### config.mk
export PLATFORM = sky130hd
export DESIGN_NAME = vga_tile_renderer
export DESIGN_NICKNAME = d
export VERILOG_FILES = /design/src/rtl/vga_pkg.sv /design/src/rtl/vga_blink_timer.sv /design/src/rtl/vga_tile_renderer.sv
export SDC_FILE = /design/constraint.sdc
export NUM_CORES = 1
export LEC_CHECK = 0
export ABC_AREA = 0
export ABC_CLOCK_PERIOD_IN_PS = 2600
export CORE_UTILIZATION = 38
export CTS_CLUSTER_DIAMETER = 40
export DETAILED_ROUTE_END_ITERATION = 16
export PLACE_DENSITY = 0.84
export SLEW_MARGIN = 5
export SYNTH_ARGS = -nofsm -noshare
export SYNTH_HDL_FRONTEND = slang
export SYNTH_SLANG_ARGS = --single-unit
### constraint.sdc
create_clock -name clk -period 2.6 [get_ports clk]
set_clock_uncertainty 0.15 [all_clocks]
set_input_delay 0.52 -clock clk [delete_from_list [all_inputs] [get_ports clk]]
set_output_delay 0.52 -clock clk [all_outputs]
set_load 0.005 [all_outputs]
### src/rtl/vga_pkg.sv
// rtl/vga_pkg.sv - shared constants and types for the VGA tile renderer
//
// Contents:
//   H_ACTIVE, V_ACTIVE        visible screen size in pixels
//   RGB_R, RGB_G, RGB_B       bit positions inside an {R,G,B} triplet
//   DEF_TILE_SHIFT            default log2 of the tile edge in screen pixels
//   DEF_GLYPH_SHIFT           default log2 of the glyph edge in glyph pixels
//   color_sel_e               source chosen for an output pixel
package vga_pkg;

    localparam int H_ACTIVE = 640;
    localparam int V_ACTIVE = 480;

    localparam int RGB_R = 2;
    localparam int RGB_G = 1;
    localparam int RGB_B = 0;

    localparam int DEF_TILE_SHIFT  = 5;
    localparam int DEF_GLYPH_SHIFT = 4;

    typedef enum logic [1:0] {
        SEL_BLANK,
        SEL_TEST,
        SEL_BG,
        SEL_GLYPH
    } color_sel_e;

endpackage

### src/rtl/vga_blink_timer.sv
// rtl/vga_blink_timer.sv - frame-start detect, blink phase generator and render-mode latch
//
// Ports:
//   clk, rst_n       clock, asynchronous active-low reset
//   pix_en           pixel enable; a frame start only counts on an enabled step
//   active, col, row timing-generator pixel; frame start is the first visible pixel (0,0)
//   mode             live render-mode input, captured only at frame start
//   mode_latched     render mode in force for the current frame
//   blink_phase      toggles every BLINK_FRAMES frame starts
module vga_blink_timer
    import vga_pkg::*;
#(
    parameter int BLINK_FRAMES = 30
) (
    input  logic       clk,
    input  logic       rst_n,
    input  logic       pix_en,
    input  logic       active,
    input  logic [9:0] col,
    input  logic [8:0] row,
    input  logic       mode,
    output logic       mode_latched,
    output logic       blink_phase
);

    localparam int CNT_W = (BLINK_FRAMES > 1) ? $clog2(BLINK_FRAMES) : 1;

    logic [CNT_W-1:0] frame_cnt_q, frame_cnt_d;
    logic             phase_q, phase_d;
    logic             mode_q, mode_d;
    logic             frame_start;

    always_comb begin
        frame_start = pix_en && active && (col == '0) && (row == '0);
        frame_cnt_d = frame_cnt_q;
        phase_d     = phase_q;
        mode_d      = mode_q;
        if (frame_start) begin
            mode_d = mode;
            if (frame_cnt_q == CNT_W'(BLINK_FRAMES - 1)) begin
                frame_cnt_d = '0;
                phase_d     = ~phase_q;
            end else begin
                frame_cnt_d = frame_cnt_q + CNT_W'(1);
            end
        end
    end

    always_ff @(posedge clk or negedge rst_n) begin
        if (!rst_n) begin
            frame_cnt_q <= '0;
            phase_q     <= 1'b0;
            mode_q      <= 1'b0;
        end else begin
            frame_cnt_q <= frame_cnt_d;
            phase_q     <= phase_d;
            mode_q      <= mode_d;
        end
    end

    assign mode_latched = mode_q;
    assign blink_phase  = phase_q;

endmodule

### src/rtl/vga_tile_renderer.sv
// rtl/vga_tile_renderer.sv - three-stage tile/glyph renderer from VGA timing to RGB/sync pins
//
// Ports:
//   clk, reset          clock, asynchronous active-low reset
//   pix_en              pixel enable; every pipeline register advances only when high
//   active, col, row    timing-generator visibility and pixel position
//   hsync_in, vsync_in  timing-generator syncs, delayed to line up with R/G/B
//   mode, test_rgb      frame-latched render mode (0 = fill with test_rgb)
//   bg_rgb              colour outside the map and for blinked-off tiles
//   map_addr/rd_en/data tile-map RAM port; data {blink, glyph_idx} one clk after read
//   glyph_addr/rd_en/data glyph RAM port; address {glyph_idx, glyph_row}, data row of triplets
//   R, G, B             registered colour, 3 pix_en steps after the input sample
//   hSync, vSync        registered syncs aligned with R/G/B
//   blink_phase         current blink half-period
module vga_tile_renderer
    import vga_pkg::*;
#(
    parameter int   TILE_SHIFT   = DEF_TILE_SHIFT,
    parameter int   GLYPH_SHIFT  = DEF_GLYPH_SHIFT,
    parameter int   MAP_COLS     = H_ACTIVE >> DEF_TILE_SHIFT,
    parameter int   MAP_ROWS     = V_ACTIVE >> DEF_TILE_SHIFT,
    parameter int   MAP_AW       = 9,
    parameter int   IDX_W        = 6,
    parameter int   BLINK_FRAMES = 30,
    parameter logic SYNC_IDLE    = 1'b1
) (
    input  logic                          clk,
    input  logic                          reset,
    input  logic                          pix_en,
    input  logic                          active,
    input  logic [9:0]                    col,
    input  logic [8:0]                    row,
    input  logic                          hsync_in,
    input  logic                          vsync_in,
    input  logic                          mode,
    input  logic [2:0]                    test_rgb,
    input  logic [2:0]                    bg_rgb,
    output logic [MAP_AW-1:0]             map_addr,
    output logic                          map_rd_en,
    input  logic [IDX_W:0]                map_data,
    output logic [IDX_W+GLYPH_SHIFT-1:0]  glyph_addr,
    output logic                          glyph_rd_en,
    input  logic [(3<<GLYPH_SHIFT)-1:0]   glyph_data,
    output logic                          R,
    output logic                          G,
    output logic                          B,
    output logic                          hSync,
    output logic                          vSync,
    output logic                          blink_phase
);

    localparam int GLYPH_PIX = 1 << GLYPH_SHIFT;
    localparam int GLYPH_W   = 3 * GLYPH_PIX;
    localparam int TX_W      = 10 - TILE_SHIFT;
    localparam int TY_W      = 9 - TILE_SHIFT;

    typedef struct packed {
        logic                   active;
        logic                   in_map;
        logic [GLYPH_SHIFT-1:0] gx;
        logic [GLYPH_SHIFT-1:0] gy;
        logic                   hs;
        logic                   vs;
    } stage1_t;

    typedef struct packed {
        logic                   active;
        logic                   in_map;
        logic                   blink;
        logic [GLYPH_SHIFT-1:0] gx;
        logic                   hs;
        logic                   vs;
    } stage2_t;

    localparam stage1_t S1_RST = '{active: 1'b0, in_map: 1'b0, gx: '0, gy: '0,
                                   hs: SYNC_IDLE, vs: SYNC_IDLE};
    localparam stage2_t S2_RST = '{active: 1'b0, in_map: 1'b0, blink: 1'b0, gx: '0,
                                   hs: SYNC_IDLE, vs: SYNC_IDLE};

    logic [TX_W-1:0]        tile_x;
    logic [TY_W-1:0]        tile_y;
    logic [GLYPH_SHIFT-1:0] gx;
    logic [GLYPH_SHIFT-1:0] gy;
    logic                   in_map;

    stage1_t    s1_q, s1_d;
    stage2_t    s2_q, s2_d;
    logic [2:0] rgb_q, rgb_d;
    logic       hs_q, hs_d;
    logic       vs_q, vs_d;

    logic       mode_latched;
    logic [2:0] glyph_rgb;
    logic [2:0] pixel_rgb;
    color_sel_e sel;

    // Tile coordinates use the whole position; the glyph pixel is the upper
    // GLYPH_SHIFT bits of the in-tile offset, so each glyph pixel covers a
    // 2^(TILE_SHIFT-GLYPH_SHIFT) square of screen pixels.
    assign tile_x = TX_W'(col >> TILE_SHIFT);
    assign tile_y = TY_W'(row >> TILE_SHIFT);
    assign gx     = col[TILE_SHIFT-1 -: GLYPH_SHIFT];
    assign gy     = row[TILE_SHIFT-1 -: GLYPH_SHIFT];
    assign in_map = (32'(tile_x) < MAP_COLS) && (32'(tile_y) < MAP_ROWS);

    assign map_addr    = MAP_AW'(32'(tile_y) * 32'(MAP_COLS) + 32'(tile_x));
    assign map_rd_en   = pix_en;
    assign glyph_addr  = {map_data[IDX_W-1:0], s1_q.gy};
    assign glyph_rd_en = pix_en;

    vga_blink_timer #(
        .BLINK_FRAMES (BLINK_FRAMES)
    ) u_blink_timer (
        .clk          (clk),
        .rst_n        (reset),
        .pix_en       (pix_en),
        .active       (active),
        .col          (col),
        .row          (row),
        .mode         (mode),
        .mode_latched (mode_latched),
        .blink_phase  (blink_phase)
    );

    // Stage 3 colour choice; glyph pixel 0 sits in the most significant triplet.
    always_comb begin
        glyph_rgb = '0;
        for (int i = 0; i < GLYPH_PIX; i++) begin
            if (s2_q.gx == GLYPH_SHIFT'(i)) begin
                glyph_rgb = glyph_data[GLYPH_W-1-3*i -: 3];
            end
        end

        if (!s2_q.active) begin
            sel = SEL_BLANK;
        end else if (!mode_latched) begin
            sel = SEL_TEST;
        end else if (!s2_q.in_map) begin
            sel = SEL_BG;
        end else if (s2_q.blink && blink_phase) begin
            sel = SEL_BG;
        end else begin
            sel = SEL_GLYPH;
        end

        unique case (sel)
            SEL_BLANK: pixel_rgb = 3'b000;
            SEL_TEST:  pixel_rgb = test_rgb;
            SEL_BG:    pixel_rgb = bg_rgb;
            SEL_GLYPH: pixel_rgb = glyph_rgb;
            default:   pixel_rgb = 3'b000;
        endcase
    end

    // RAM outputs hold between enabled reads, so stage 2 and 3 may consume
    // them on any later enabled step regardless of how sparse pix_en is.
    always_comb begin
        s1_d  = s1_q;
        s2_d  = s2_q;
        rgb_d = rgb_q;
        hs_d  = hs_q;
        vs_d  = vs_q;
        if (pix_en) begin
            s1_d  = '{active: active, in_map: in_map, gx: gx, gy: gy,
                      hs: hsync_in, vs: vsync_in};
            s2_d  = '{active: s1_q.active, in_map: s1_q.in_map, blink: map_data[IDX_W],
                      gx: s1_q.gx, hs: s1_q.hs, vs: s1_q.vs};
            rgb_d = pixel_rgb;
            hs_d  = s2_q.hs;
            vs_d  = s2_q.vs;
        end
    end

    always_ff @(posedge clk or negedge reset) begin
        if (!reset) begin
            s1_q  <= S1_RST;
            s2_q  <= S2_RST;
            rgb_q <= 3'b000;
            hs_q  <= SYNC_IDLE;
            vs_q  <= SYNC_IDLE;
        end else begin
            s1_q  <= s1_d;
            s2_q  <= s2_d;
            rgb_q <= rgb_d;
            hs_q  <= hs_d;
            vs_q  <= vs_d;
        end
    end

    assign R     = rgb_q[RGB_R];
    assign G     = rgb_q[RGB_G];
    assign B     = rgb_q[RGB_B];
    assign hSync = hs_q;
    assign vSync = vs_q;

endmodule

==> metrics.md <==
| Metric | Value |
|---|---|
| Count leader, synth | `dfrtp_1` |
| Peak supply drop | `246 uV` |
| Main flop type after synthesis | `dfrtp_1` |
| Status | `complete, but fails checks` |
| Crit path cell chain | `buf_8 > ha_4 > ha_4 > fa_1 > nand2_1 > o21bai_4 > mux2i_1 > a22o_2 > buf_2` |
| Initial DRC count | `100` |
| Commonest cells in the netlist | `27 x dfrtp_1, 21 x mux2_2, 18 x o21ai_0` |
| Share of the synthesized area in the top cell type | `28.0%` |
| Synth cell types | `54` |
| I/O pin count | `114` |
| Async S/R FF share, synth | `100%` |
| Drt pass-1 iters | `4` |
| Crit-path leading delay family | `adder cells` |
| Clock Path Buffers | `2` |
| WP buf/inv | `2` |
| WL per Instance | `15.0 um` |
| EDFF count, synth | `0` |
| Pwr dens | `~420 nW/um^2` |
| Slew headroom | `67.8%` |
| Die height | `81.7 um` |
| Worst-path maximum fanout | `2` |
| Mapped Cells | `approximately 250` |
| Initial Utilization | `40.0%` |
| Setup ws final | `-0.303 ns` |
| Initial antenna violation count | `0` |
| HP Class | `reg2reg` |
| Area Overhead vs Synth | `56.0%` |
| CP Data Required Time | `between 1.5 and 2 ns` |
| CTS Buf Count | `5` |
| Hold Fails Final Rpt | `0` |
| Most common cell on crit path | `ha_4` |
| Final net count | `460` |
| H-tree depth | `2` |
| Post-DRT Antenna Nets | `0` |
| Synthesized area | `approximately 2400 sq um` |
| First-pass GRT wire length | `9.87 mm` |
| Row cnt | `28` |
| RePlAce Congestion | `0.811` |
| Critical Path AT | `2.23 ns` |
| Ant diodes | `0` |
| Syn nets | `about 350` |
| Fin Setup TNS | `-0.455 ns` |
| Final slew viol count | `0` |
| Leak | `1.58 nW` |
| CP max-delay cell | `fa_1` |
| Period utilisation layout | `112%` |
| Yosys Warn Count | `0` |
| Setup CP Type | `in2out` |
| Die width | `81.7 um` |
| Synth area leaders | `dfrtp_1 28%, mux2_2 9.8%, dfstp_2 6.5%, ha_1 4.7%, buf_4 4.4%` |
| Final wirelength | `6.55 mm` |
| CTS sink count | `33` |
| Sequential fraction of the synthesis area | `34.6%` |
| GR Util All Layers | `19.2%` |
| Seq cells post-synth | `33` |
| Syn_area_per_cell | `just under 10 sq um` |
| Area after DPL | `3560 sq um` |
| Largest net degree at the start of global routing | `34` |
| Vias in the first global route | `2255` |
| Peak Freq | `344 MHz` |
| Share of layout cells above drive strength 1 | `26.7%` |
| Core ar. | `6030 sq um` |
| Design area | `around 3800 sq um` |
| RSZ-0062 raised after global routing | `true` |
| Final setup vio count | `3` |
| Post-DP HPWL | `between 4 and 5 mm` |
| Drt drc | `0` |
| Total number of vias | `between 2000 and 2500` |
| Vias/cell | `roughly 5.3` |
| CTS tree | `yes` |
| Max-cap violations | `0` |
| Clk Latency, worst-skew pair | `0.28 ns` |
| Worst-margin pin slew | `0.479 ns` |
| Port Buffers | `101` |
| Endpoint class of the critical path | `output pin` |
| Yosys top cell by area | `dfrtp_1` |
| Delay of the slowest critical-path stage | `0.51 ns` |
| Clock root cell | `clkbuf_8` |
| Final Critical Period | `2.90 ns` |
| Worst Setup Start Kind | `input pin` |
| Hold_ws | `0.335 ns` |
| Grt total ovfl | `0` |
| Failing checks | `negative setup slack` |
| Die Area | `6670 sq um` |
| CTS clk-pin slew, worst paths | `0.07 ns` |
## logic make-up after synthesis
group | count (synthesis) | synth area share (%)
buf+inv | 38 | 8.87
simple gates | 73 | 16.7
xor+xnor | 6 | 2.18
mux | 31 | 15.7
flops | 33 | 34.6
fa+ha+maj | 11 | 6.33
compound gates | 59 | 15.6
## metrics by stage
step	instances	setup WS [ns]	power, mW	utilization [%]
floorplan	251	-0.106	0.913	-
global placement	423	-1.09	1.20	59.1
detailed placement	423	-1.11	1.21	59.1
CTS	435	-0.263	1.58	61.5
global route	438	-0.337	1.67	62.4
finish	438	-0.303	1.57	62.4
## metal layers
metal,vias to the layer above,wire (um),global-route usage (%)
li1,1122,-,-
met2,106,3120,33.5
met4,0,101,7.19
met3,11,681,5.44
met1,1096,2650,22.3
met5,-,0,0
## registers in the layout, summed over array words and instances (netlist names)
signal and count:
rgb_q 3, u_blink_timer.blink_phase 1, s1_q 8, vSync 1, u_blink_timer.mode_latched 1, s2_q 9, u_blink_timer.frame_cnt_q 5, hSync 1
glyph_addr 4
## repair_timing
action	in CTS	in global routing
gates resized for setup	53	12
pin swaps	13	5
buffers inserted	5	2
cloned	0	1
hold buffers	0	0
setup endpoints to repair	6	10
## final timing paths
check                      depth (start not counted)  slack (ns)                                  endpoint                                     start
min in group asynchronous                          2        0.49  u_blink_timer.frame_cnt_q[1]$_DFFE_PN0P_                                     reset
setup reg to reg                                   5        0.58                      rgb_q[1]$_DFFE_PN0P_                       s2_q[2]$_DFFE_PN0P_
hold reg to reg                                    1        0.34  u_blink_timer.frame_cnt_q[3]$_DFFE_PN0P_  u_blink_timer.frame_cnt_q[3]$_DFFE_PN0P_
hold / removal                                     1        0.34  u_blink_timer.frame_cnt_q[3]$_DFFE_PN0P_  u_blink_timer.frame_cnt_q[3]$_DFFE_PN0P_
setup / recovery                                   9       -0.30                               map_addr[8]                                    row[8]
max in group asynchronous                          2        1.47                         vSync$_DFFE_PN1P_                                     reset
## power breakdown
group | total, mW | leakage [nW] | internal, mW | switching, mW
sequential | 0.612 | 0.401 | 0.573 | 0.0392
combinational | 0.598 | 1.13 | 0.359 | 0.239
clock | 0.355 | 0.0450 | 0.185 | 0.170
## layout by cell type, fill, tap and decap left out, types with 10 or more instances in the layout
cell type / n
nand2_1: 16
inv_1: 10
nor2_1: 12
mux2_2: 21
clkdlybuf4s50_1: 85
a21oi_1: 12
buf_4: 28
dfrtp_1: 27
o21ai_0: 18
## cell type report
type,instances,area (sq um)
repair buffers,132,1240
multi-input cells,180,1470
inverters,10,37.5
flip-flops and latches,33,833
clock inverters,2,10.0
clock buffers,6,72.6
well taps,75,93.8
fillers,514,2260
No activity file was read; power rests on OpenSTA's default activity.
